### src/rtl/serial_adder.sv
// serial_adder: bit-serial ripple-carry adder.
// Adds A + B + ci one bit per clock using a single full-adder cell and a
// carry flip-flop. A start/done handshake wraps the WIDTH-cycle operation;
// sum/co are registered and held until the next completion.
module serial_adder #(
    parameter int WIDTH = 4
) (
    input  logic             clk,
    input  logic             rst_n,
    input  logic             start,
    input  logic [WIDTH-1:0] a,
    input  logic [WIDTH-1:0] b,
    input  logic             ci,
    output logic             busy,
    output logic             done,
    output logic [WIDTH-1:0] sum,
    output logic             co
);

    localparam int CNT_W = $clog2(WIDTH + 1);
    localparam logic [CNT_W-1:0] LAST_CNT = CNT_W'(WIDTH - 1);

    typedef enum logic [1:0] {
        ST_IDLE  = 2'd0,
        ST_SHIFT = 2'd1,
        ST_DONE  = 2'd2
    } state_t;

    // Full-adder sum bit.
    function automatic logic fa_sum(input logic x, input logic y, input logic cin);
        return x ^ y ^ cin;
    endfunction

    // Full-adder carry-out bit.
    function automatic logic fa_carry(input logic x, input logic y, input logic cin);
        return (x & y) | (cin & (x ^ y));
    endfunction

    state_t           r_state;
    logic [WIDTH-1:0] r_a_sr;
    logic [WIDTH-1:0] r_b_sr;
    logic             r_c;
    logic [WIDTH-1:0] r_acc;
    logic [CNT_W-1:0] r_cnt;
    logic [WIDTH-1:0] r_sum;
    logic             r_co;
    logic             r_busy;
    logic             r_done;

    state_t           w_state_nxt;
    logic             w_s;
    logic             w_c_nxt;
    logic             w_accept;
    logic             w_last;
    logic             w_busy_nxt;
    logic             w_done_nxt;

    // One full-adder cell working on the low bits of the operand shifters.
    assign w_s      = fa_sum(r_a_sr[0], r_b_sr[0], r_c);
    assign w_c_nxt  = fa_carry(r_a_sr[0], r_b_sr[0], r_c);
    // start is honoured only outside SHIFT; a request while busy is dropped.
    assign w_accept = start && ((r_state == ST_IDLE) || (r_state == ST_DONE));
    assign w_last   = (r_cnt == LAST_CNT);

    // State register plus registered busy/done flags.
    always_ff @(posedge clk) begin
        if (!rst_n) begin
            r_state <= ST_IDLE;
            r_busy  <= 1'b0;
            r_done  <= 1'b0;
        end else begin
            r_state <= w_state_nxt;
            r_busy  <= w_busy_nxt;
            r_done  <= w_done_nxt;
        end
    end

    // Next-state logic.
    always_comb begin
        w_state_nxt = r_state;
        case (r_state)
            ST_IDLE: begin
                if (w_accept) w_state_nxt = ST_SHIFT;
                else          w_state_nxt = ST_IDLE;
            end
            ST_SHIFT: begin
                if (w_last) w_state_nxt = ST_DONE;
                else        w_state_nxt = ST_SHIFT;
            end
            ST_DONE: begin
                if (w_accept) w_state_nxt = ST_SHIFT;
                else          w_state_nxt = ST_IDLE;
            end
            default: w_state_nxt = ST_IDLE;
        endcase
    end

    // Output decode from the next state so busy/done come straight off flops.
    always_comb begin
        w_busy_nxt = 1'b0;
        w_done_nxt = 1'b0;
        case (w_state_nxt)
            ST_IDLE: begin
                w_busy_nxt = 1'b0;
                w_done_nxt = 1'b0;
            end
            ST_SHIFT: begin
                w_busy_nxt = 1'b1;
                w_done_nxt = 1'b0;
            end
            ST_DONE: begin
                w_busy_nxt = 1'b0;
                w_done_nxt = 1'b1;
            end
            default: begin
                w_busy_nxt = 1'b0;
                w_done_nxt = 1'b0;
            end
        endcase
    end

    // Datapath: operand load, one bit per cycle, result capture on the last bit.
    always_ff @(posedge clk) begin
        if (!rst_n) begin
            r_a_sr <= '0;
            r_b_sr <= '0;
            r_c    <= 1'b0;
            r_acc  <= '0;
            r_cnt  <= '0;
            r_sum  <= '0;
            r_co   <= 1'b0;
        end else if (w_accept) begin
            r_a_sr <= a;
            r_b_sr <= b;
            r_c    <= ci;
            r_acc  <= '0;
            r_cnt  <= '0;
        end else if (r_state == ST_SHIFT) begin
            r_a_sr <= {1'b0, r_a_sr[WIDTH-1:1]};
            r_b_sr <= {1'b0, r_b_sr[WIDTH-1:1]};
            r_c    <= w_c_nxt;
            r_acc  <= {w_s, r_acc[WIDTH-1:1]};
            r_cnt  <= r_cnt + CNT_W'(1);
            if (w_last) begin
                r_sum <= {w_s, r_acc[WIDTH-1:1]};
                r_co  <= w_c_nxt;
            end else begin
                r_sum <= r_sum;
                r_co  <= r_co;
            end
        end else begin
            r_a_sr <= r_a_sr;
            r_b_sr <= r_b_sr;
            r_c    <= r_c;
            r_acc  <= r_acc;
            r_cnt  <= r_cnt;
        end
    end

    assign busy = r_busy;
    assign done = r_done;
    assign sum  = r_sum;
    assign co   = r_co;

endmodule

### config.mk
export PLATFORM = sky130hd
export DESIGN_NAME = serial_adder
export DESIGN_NICKNAME = d
export VERILOG_FILES = /design/src/rtl/serial_adder.sv
export SDC_FILE = /design/constraint.sdc
export NUM_CORES = 1
export LEC_CHECK = 0
export ABC_AREA = 1
export BUFFER_PORTS_ARGS = -buffer_cell sky130_fd_sc_hd__buf_2
export CAP_MARGIN = 0
export CELL_PAD_IN_SITES_DETAIL_PLACEMENT = 0
export CELL_PAD_IN_SITES_GLOBAL_PLACEMENT = 1
export CORE_AREA = 10 10 63 65
export DETAILED_ROUTE_END_ITERATION = 6
export DIE_AREA = 0 0 73 75
export PLACE_DENSITY = 0.8
export SYNTH_ARGS = -nofsm -noshare
export SYNTH_HDL_FRONTEND = slang
export SYNTH_SLANG_ARGS = --single-unit
### constraint.sdc
create_clock -name clk -period 1.5 [get_ports clk]
set_clock_uncertainty 0.15 [all_clocks]
set_input_delay 0.15 -clock clk [delete_from_list [all_inputs] [get_ports clk]]
set_output_delay 0.15 -clock clk [all_outputs]
set_load 0.03 [all_outputs]
==> key figures, run 1 <==
Timing
  – Unrepaired setup endpoints after global routing: false
  – Final Slew Violations: 0
  – Setup Viol. Count Final: 0
  – Least-Margin Pin Slew: 0.3354 ns
  – Min cycle time layout: 1.355 ns
  – Relative slew slack: 77.55%
  – TNS Setup: 0 ns
  – Period Utilization, post-route: 90.30%
  – F_max: 738.3 MHz
  – Final hold violation count: 0

Yosys
  – Most frequent cell after synthesis: nand2_1
  – Synthesized area per cell: 7.350 um^2
  – Synth cell count leaders: 35 x nand2_1, 24 x dfxtp_1, 20 x inv_1, 15 x nor2_1, 13 x nand3_1
  – Seq/Total Area, Yosys: 48.42%
  – Yosys warns: 0
  – Mapped Nets: 150
  – Mux cell area share after synthesis: 0%
  – Synth Flop Type: dfxtp_1
  – #FFs+latches synth: 24
  – Async SR Flop Fraction: 0%
  – Top post-synthesis cells by area: dfxtp_1 48%, nand2_1 13%, inv_1 7.6%, nand3_1 6.6%, nor2_1 5.7%
  – Largest family of logic cells by synthesized area: simple AND/OR/NAND/NOR gates
  – Yosys top cell by area: dfxtp_1
  – Number of synthesized flops with an enable pin: 0
  – Share of the synthesized area in the top cell type: 48.42%
  – Adder-cell share of the synthesized area: 4.540%
  – Post-Synth Simple-Gate Area: 28.37%
  – Mapped cell area: 992.2 um^2
  – Compound-Gate Fraction of Synth Area: 7.062%
  – Post-synthesis xor/xnor area fraction: 0.8827%
  – Synth unique cells: 17
  – Cell count after synthesis: 135

Route
  – Via Count: 866
  – DRT iter0 DRCs: 22
  – Number of antenna-violating nets in the routed design: 0
  – Routed Wire Length: 2149 um
  – Residual DRC: 0
  – DR vias/cell: 4.534
  – Pre-antenna DRT Iters: 4
  – Avg WL per Cell: 11.25 um

Floorplanning
  – Io pins: 19
  – Initial Utilization: 36.61%
  – FP Rows: 19
  – Die Wd: 73 um
  – Die span in y: 75 um
  – Core area: 2710 um^2
  – Die ar.: 5475 um^2

Pwr
  – Pwr/cell area: 1091 nW/um^2
  – Leakage power: 0.0006166 uW
  – Total Power: 1318 uW
  – VDD IR max: 0.8370 mV

Critical path
  – CP Capture Type: flop
  – Maximum fanout along the worst path: 5
  – Slowest CP cell: dfxtp_2
  – CP most frequent cell: nand2_1
  – Crit-path cells: ha_1 -> ha_1 -> inv_1 -> nor2_2 -> nand2_1 -> inv_2 -> nand2_1 -> nand2_1
  – CP delay by family, top: adder cells
  – Arrival time worst endpoint: 1.44 ns
  – CP required: 1.58 ns
  – Kind of critical path: flop to flop
  – FF-to-FF setup slack: 0.15 ns
  – Worst setup SP type: flop
  – Worst Path Buf+Inv: 2
  – CP max stage delay: 0.35 ns

Clock network
  – Bufs on Longest Clock Path: 2
  – Clk_lat worst skew: 0.32 ns
  – CTS tree: yes
  – Clk slew on worst S/H paths: 0.14 ns
  – CTS root buf: clkbuf_4
  – TritonCTS Buffers: 3
  – Number of clock sinks: 24
  – H-Tree Depth: 1

Place
  – Routability cong.: 0.8262
  – Port buffer count: 18
  – HPWL Detailed: 1632 um

Global route
  – Initial antenna violation count: 0
  – GRT Total Usage: 8.394%
  – Largest net degree at the start of global routing: 16
  – Grt ovf: 0
  – First-pass GRT wire length: 3760 um
  – Vias in the first global route: 872

Finish
  – Fin nets: 176
  – Layout cells sized above 1: 19.38%
  – Inserted Diodes: 0
  – P&R area growth vs syn: 21.69%

Job
  – Max-Cap Viols: 0

Status
  – Outcome: completed

Hold path
  – Hold Crit Class: input port to flop
layout make-up:
cell class	instances	area [um^2]
multi-input cells	86	405.4
inverters	22	82.58
repair buffers	24	145.1
clock inverters	1	30.03
clock buffers	3	22.52
fillers	297	1503
well taps	31	38.79
flip-flops and latches	24	483.0
worst min-delay path, delay by kind of cell:
family	cells	cell delay, ns
compound gates	1	0.05
simple gates	2	0.11
buf+inv	2	0.13
power breakdown:
group / total [uW] / switching [uW] / internal, uW
clock network: 468 / 198 / 270
registers: 690 / 20.1 / 669
logic: 160 / 96.1 / 63.9
total: 1320 / 314 / 1000
cells in the final DEF, fill, tap and decap left out:
| cell | count |
|---|---|
| dfxtp_2 | 2 |
| buf_2 | 18 |
| nand3_1 | 13 |
| buf_4 | 2 |
| xor2_1 | 1 |
| nand2_1 | 35 |
| nor3_1 | 2 |
| inv_1 | 20 |
| nor2_2 | 1 |
| dfxtp_1 | 22 |
| nand2_2 | 2 |
| nor2_1 | 15 |
| bufinv_16 | 1 |
| o21ai_0 | 5 |
| clkbuf_4 | 3 |
| a21oi_1 | 9 |
| inv_2 | 2 |
| ha_1 | 2 |
| fa_1 | 1 |
| dlygate4sd3_1 | 4 |
logic make-up (layout without fill, tap and decap cells):
family	after synthesis	in the layout
AO/OA/AOI/OAI	14	14
XOR/XNOR	1	1
adder cells (fa/ha/maj)	3	3
buffers and inverters	25	50
flip-flops	24	24
AND/OR/NAND/NOR	68	68
what timing repair did:
action                                 CTS  global route
setup endpoints to repair                0             1
endpoints found under the hold margin    4             0
resized for setup                        0             2
hold buffers                             4             0
buffers inserted                         0             0
layer usage:
| layer | track usage, % | vias up | part of all wire [%] |
|---|---|---|---|
| met4 | 3.797 | 0 | 1.3 |
| met5 | 0 | - | 0 |
| li1 | - | 466 | - |
| met2 | 14.04 | 11 | 47 |
| met3 | 2.234 | 4 | 2.8 |
| met1 | 9.810 | 385 | 49 |
state kept, by name (all words and copies together), names as in the netlist:
signal,count
sum,4
r_a_sr,4
busy,1
r_b_sr,4
r_state,2
co,1
r_c,1
r_acc,3
done,1
r_cnt,3
final timing paths:
path,from,to,depth (start not counted)
worst max register to register,r_cnt[0],co,8
worst max-delay path,r_cnt[0],co,8
worst min register to register,r_a_sr[3],r_a_sr[3],2
worst min-delay path,a[0],r_a_sr[0],5
through the flow:
| step | util (%) | hold slack (ns) | std cells | instance area [um^2] | setup slack [ns] |
|---|---|---|---|---|---|
| 2_1_floorplan | - | 0.1331 | 135 | 992.2 | 0.2604 |
| 3_3_place_gp | 41.04 | 0.2221 | 183 | 1112 | 0.1447 |
| 3_5_place_dp | 41.04 | 0.2437 | 183 | 1112 | 0.1405 |
| 4_1_cts | 44.46 | 0.007464 | 191 | 1205 | 0.1096 |
| 5_1_grt | 44.55 | 0.02034 | 191 | 1207 | 0.01431 |
| 6_report | 44.55 | 0.01126 | 191 | 1207 | 0.1455 |
Note: power is estimated with default switching activity, not from simulation.
==> run 2, diff against run 1 <==
--- a/config.mk
+++ b/config.mk
@@ -6,13 +6,14 @@
 export NUM_CORES = 1
 export LEC_CHECK = 0
 export ABC_AREA = 1
-export BUFFER_PORTS_ARGS = -buffer_cell sky130_fd_sc_hd__buf_2
+export BUFFER_PORTS_ARGS = -buffer_cell sky130_fd_sc_hd__buf_4
 export CAP_MARGIN = 0
 export CELL_PAD_IN_SITES_DETAIL_PLACEMENT = 0
 export CELL_PAD_IN_SITES_GLOBAL_PLACEMENT = 1
 export CORE_AREA = 10 10 63 65
 export DETAILED_ROUTE_END_ITERATION = 6
 export DIE_AREA = 0 0 73 75
+export GPL_TIMING_DRIVEN = 0
 export PLACE_DENSITY = 0.8
 export SYNTH_ARGS = -nofsm -noshare
 export SYNTH_HDL_FRONTEND = slang
==> run 2 against run 1 <==
Maximum frequency decreased by 1.5%. Largest power group unchanged. Critical path type unchanged. Sequential share of layout area decreased by 1.0 points. Global-route usage about the same. Register-to-register slack got worse by 0.02 ns. Die area unchanged. Via count decreased by 0.81%.
==> key figures, run 2 (synthesis results as in run 1) <==
Timing
  – Setup Viol. Count Final: 0
  – TNS Setup: 0 ns
  – Final hold violation count: 0
  – Final Slew Violations: 0
  – Relative slew slack: 79.73%
  – Unrepaired setup endpoints after global routing: false
  – F_max: 727.3 MHz
  – Least-Margin Pin Slew: 0.3029 ns
  – Period Utilization, post-route: 91.66%
  – Min cycle time layout: 1.375 ns

Finish
  – Fin nets: 176
  – P&R area growth vs syn: 24.21%
  – Most common cell after layout, fill and taps aside: nand2_1
  – Most frequent cells in the layout: 35 x nand2_1, 24 x dfxtp_1, 20 x inv_1
  – Fin util: 45.48%
  – Inserted Diodes: 0
  – Layout cells sized above 1: 18.75%

Pwr
  – Total Power: 1193 uW
  – Pwr/cell area: 968.2 nW/um^2
  – Leakage power: 0.0006190 uW
  – Switching share of power: 25.31%
  – Share of power burned in registers: 57.7%
  – Int Power: 891.3 uW
  – VDD IR max: 0.4180 mV
  – NetSw: 302.0 uW
  – Gate power share: 14.4%
  – Clock group share of total power: 27.9%

Clock network
  – Number of clock sinks: 24
  – Clk_lat worst skew: 0.30 ns
  – H-Tree Depth: 1
  – CTS root buf: clkbuf_4
  – CTS resizes: 0
  – Bufs on Longest Clock Path: 2
  – Clk slew on worst S/H paths: 0.13 ns
  – TritonCTS Buffers: 3
  – CTS tree: yes
  – Setup Fix Bufs, Post-CTS: 0

Floorplanning
  – Die span in y: 75 um
  – Initial Utilization: 36.61%
  – Core area: 2710 um^2
  – Die ar.: 5475 um^2
  – Io pins: 19
  – FP Rows: 19
  – Die Wd: 73 um

Place
  – HPWL Detailed: 1643 um
  – Port buffer count: 18
  – Routability cong.: 0.7575

Critical path
  – Arrival time worst endpoint: 1.44 ns
  – Maximum fanout along the worst path: 5
  – CP delay by family, top: adder cells
  – CP Capture Type: flop
  – CP most frequent cell: nand2_1
  – Worst setup SP type: flop
  – Slowest CP cell: dfxtp_1
  – CP max stage delay: 0.35 ns
  – CP required: 1.57 ns
  – Worst Path Buf+Inv: 2
  – Kind of critical path: flop to flop
  – Crit-path cells: ha_1 -> ha_1 -> inv_1 -> nor2_2 -> nand2_1 -> inv_2 -> nand2_1 -> nand2_1

Status
  – Outcome: completed

Hold path
  – Hold Crit Class: input port to flop

Route
  – Pre-antenna DRT Iters: 4
  – Number of antenna-violating nets in the routed design: 0
  – Routed Wire Length: 2110 um
  – Residual DRC: 0
  – Met3 wire length: 87 um
  – M1 WL: 1012 um
  – DRT iter0 DRCs: 54
  – Wire length on met2: 995 um
  – Via Count: 859
  – DR vias/cell: 4.497
  – Top Metal Used: met4
  – Avg WL per Cell: 11.05 um

Global route
  – Grt ovf: 0
  – GRT Total Usage: 8.363%
  – Vias in the first global route: 849
  – First-pass GRT wire length: 3788 um
  – Initial antenna violation count: 0
  – Largest net degree at the start of global routing: 14

Job
  – Max-Cap Viols: 0
run 2: tightest hold or removal path, cell delays in order:
cell     delay, ns
buf_4         0.11
inv_1         0.04
nand2_1       0.05
nand2_1       0.06
nor3_1        0.04
run 2: layout make-up:
type | instances | area, um^2
inverters | 22 | 82.58
repair buffers | 21 | 165.2
fillers | 300 | 1478
multi-input cells | 86 | 405.4
clock buffers | 4 | 36.28
flip-flops and latches | 24 | 480.5
well taps | 31 | 38.79
plain buffers | 3 | 23.77
run 2: timing repair:
item	in CTS	in global routing
hold endpoints to repair	3	0
hold buffers	3	0
endpoints found under the setup margin	0	0
run 2: final timing paths:
check        slack [ns]  cells past startpoint   endpoint     start
max                0.13                      8     sum[3]  r_cnt[0]
min                0.01                      5  r_a_sr[2]      a[2]
max reg2reg        0.13                      8     sum[3]  r_cnt[0]
min reg2reg        0.32                      2   r_cnt[2]  r_cnt[2]
run 2: layer usage:
layer / GRT usage (%) / vias to the layer above
met5: 0 / -
met4: 2.532 / 0
met3: 2.497 / 2
met2: 13.47 / 12
met1: 10.48 / 380
li1: - / 465
run 2: power by group through the flow:
stage,logic (uW),clock network (uW),registers (uW)
after detailed placement,167,0,702
after CTS,174,351,689
final,172,333,688
after global routing,198,380,693
after floorplan,107,0,703
after global placement,165,0,702
run 2: per-stage QoR:
| step | setup WS (ns) | std cells | hold slack (ns) | area, um^2 |
|---|---|---|---|---|
| floorplan | 0.2604 | 135 | 0.1331 | 992.2 |
| finish | 0.1251 | 191 | 0.01306 | 1232 |
| detailed placement | 0.1255 | 184 | 0.2484 | 1166 |
| CTS | 0.1061 | 191 | 0.005701 | 1232 |
| global route | 0.01708 | 191 | 0.01615 | 1232 |
| global placement | 0.1600 | 184 | 0.2231 | 1166 |
==> run 3, diff against run 2 <==
==> config.mk (replaced) <==
export PLATFORM = sky130hd
export DESIGN_NAME = serial_adder
export DESIGN_NICKNAME = d
export VERILOG_FILES = /design/src/rtl/serial_adder.sv
export SDC_FILE = /design/constraint.sdc
export NUM_CORES = 1
export LEC_CHECK = 0
export ABC_AREA = 1
export CAP_MARGIN = 0
export CELL_PAD_IN_SITES_DETAIL_PLACEMENT = 0
export CELL_PAD_IN_SITES_GLOBAL_PLACEMENT = 1
export CORE_AREA = 2 2 52 54
export DETAILED_ROUTE_END_ITERATION = 6
export DIE_AREA = 0 0 54 56
export DONT_BUFFER_PORTS = 1
export GPL_TIMING_DRIVEN = 0
export PLACE_DENSITY = 0.79
export SYNTH_ARGS = -nofsm -noshare
export SYNTH_HDL_FRONTEND = slang
export SYNTH_SLANG_ARGS = --single-unit
export TNS_END_PERCENT = 100
==> run 3 against run 2 <==
Sequential share of layout area increased by 1.3 points. Combinational power decreased by 6%. Via count decreased by 2.1%. Critical path depth decreased by 1. Non-clock buffer count decreased by 10. Maximum frequency increased by 2.1%. Register-to-register slack improved by 0.03 ns. Wire length decreased by 1.7%. Sequential power increased by 0.7%. Critical path type unchanged. Largest cell class unchanged. Largest power group unchanged.
==> key figures, run 3 (synthesis results as in run 1) <==
Route
  – Number of antenna-violating nets in the routed design: 0
  – Via Count: 841
  – Pre-antenna DRT Iters: 4
  – DRT iter0 DRCs: 5
  – Top Metal Used: met4
  – DR vias/cell: 4.672
  – Routed Wire Length: 2075 um
  – Avg WL per Cell: 11.53 um
  – Met3 wire length: 111 um
  – M1 WL: 994 um
  – Wire length on met2: 945 um
  – Residual DRC: 0

Critical path
  – CP Capture Type: flop
  – R2R depth: 7
  – CP max stage delay: 0.37 ns
  – Worst setup SP type: flop
  – CP delay by family, top: flip-flops
  – WP depth: 7
  – Reg-to-Reg End: sum[0]
  – Crit-path cells: ha_1 -> ha_1 -> inv_1 -> nor2_2 -> inv_1 -> nor2_1 -> nor2_1
  – Worst r2r src: r_cnt[0]
  – Kind of critical path: flop to flop
  – FF-to-FF setup slack: 0.15 ns
  – Worst Path Buf+Inv: 2
  – Maximum fanout along the worst path: 5
  – Arrival time worst endpoint: 1.42 ns
  – CP required: 1.57 ns
  – Slowest CP cell: dfxtp_1

Finish
  – Most frequent cells in the layout: 35 x nand2_1, 24 x dfxtp_1, 20 x inv_1
  – Fin nets: 166
  – Inserted Diodes: 0
  – Most common cell after layout, fill and taps aside: nand2_1
  – Post-route cell area: 1192 um^2
  – Layout cells sized above 1: 8.000%
  – # fillers: 250
  – P&R area growth vs syn: 20.18%

Floorplanning
  – Initial Utilization: 40.79%
  – Die ar.: 3024 um^2
  – Die span in y: 56 um
  – Core area: 2432 um^2
  – Io pins: 19
  – Die Wd: 54 um
  – FP Rows: 18

Job
  – Max-Cap Viols: 0

Clock network
  – Clk_lat worst skew: 0.32 ns
  – Clk slew on worst S/H paths: 0.14 ns
  – H-Tree Depth: 1
  – Setup Fix Bufs, Post-CTS: 0
  – Number of clock sinks: 24
  – TritonCTS Buffers: 3
  – CTS root buf: clkbuf_4
  – Bufs on Longest Clock Path: 2
  – CTS tree: yes

Hold path
  – WHS Endpoint: r_a_sr[2]
  – Hold Crit Class: input port to flop
  – Hold Path Stages: 3
  – Hold Crit Start: rst_n

Pwr
  – Leakage power: 0.0005687 uW
  – Gate power share: 12.2%
  – Pwr/cell area: 1110 nW/um^2
  – Clock group share of total power: 35.4%
  – Switching share of power: 23.91%
  – Share of power burned in registers: 52.3%
  – VDD IR max: 0.6490 mV
  – Int Power: 1007 uW
  – NetSw: 316.4 uW

Global route
  – GRT Total Usage: 15.10%
  – First-pass GRT wire length: 3443 um
  – Vias in the first global route: 800
  – Largest net degree at the start of global routing: 15
  – Initial antenna violation count: 0
  – Grt ovf: 0

Place
  – Port buffer count: 0
  – Routability cong.: 0.7499
  – Post-DP Area: 1030 um^2
  – HPWL Detailed: 1411 um

Timing
  – Final hold slack: 0.003301 ns
  – Final Slew Violations: 0
  – Least-Margin Pin Slew: 0.3284 ns
  – F_max: 742.9 MHz
  – TNS Setup: 0 ns
  – Period Utilization, post-route: 89.74%
  – Relative slew slack: 78.08%
  – Unrepaired setup endpoints after global routing: false
  – Min cycle time layout: 1.346 ns
  – Setup Viol. Count Final: 0
  – Final hold violation count: 0

Status
  – Outcome: completed
[run 3: cell types whose count changed in the layout (fill, tap and decap cells not counted), sizes merged]
cell | before | now
buf | 21 | 3
dlygate4sd3 | 3 | 11
clkbuf | 4 | 3
bufinv | 0 | 1
[run 3: how the worst max path moves through the flow]
| stage | from | endpoint | slack [ns] |
|---|---|---|---|
| final | r_cnt[0] | sum[0] | 0.15 |
| after floorplan | r_cnt[0] | sum[3] | 0.26 |
| after global routing | r_cnt[0] | sum[2] | 0.02 |
| after detailed placement | r_cnt[0] | sum[3] | 0.15 |
| after global placement | r_cnt[0] | sum[3] | 0.16 |
| after CTS | r_cnt[0] | sum[3] | 0.14 |
[run 3: worst register-to-register path, stage by stage, from the launching register on]
cell	delay [ns]
dfxtp_1	0.37
ha_1	0.16
ha_1	0.13
inv_1	0.06
nor2_2	0.13
inv_1	0.10
nor2_1	0.10
nor2_1	0.05
[run 3: per-layer routing]
metal | vias to the layer above | track usage (%)
met3 | 4 | 2.957
met2 | 21 | 24.39
met1 | 373 | 19.50
met4 | 0 | 5.357
met5 | - | 0
li1 | 443 | -
[run 3: what timing repair did]
| action | in CTS | in global routing |
|---|---|---|
| hold endpoints to repair | 20 | 0 |
| gates resized for setup | 0 | 0 |
| hold buffers | 11 | 0 |
[run 3: final cells by class]
type | instances | area [um^2] | area share, %
Clock inverter | 1 | 30.03 | 2.518
Buffer | 3 | 23.77 | 1.994
Inverter | 22 | 82.58 | 6.926
Sequential cell | 24 | 480.5 | 40.29
Timing Repair Buffer | 11 | 110.1 | 9.234
Multi-Input combinational cell | 86 | 405.4 | 34.00
Tap cell | 30 | 37.54 | 3.148
Clock buffer | 3 | 22.52 | 1.889
[run 3: power groups by stage]
stage | clock, uW | combinational, uW | sequential [uW]
2_1_floorplan | 0 | 107 | 703
3_3_place_gp | 0 | 132 | 706
3_5_place_dp | 0 | 135 | 707
4_1_cts | 474 | 161 | 693
5_1_grt | 502 | 184 | 698
6_report | 469 | 162 | 693
[run 3: through the flow]
stage	instances	worst slack, ns	power [uW]	util [%]
after floorplan	135	0.2604	809.9	-
after global placement	165	0.1636	837.7	42.34
after detailed placement	165	0.1525	842.1	42.34
after CTS	180	0.1437	1328	49.02
after global routing	180	0.01760	1384	49.02
final	180	0.1539	1324	49.02
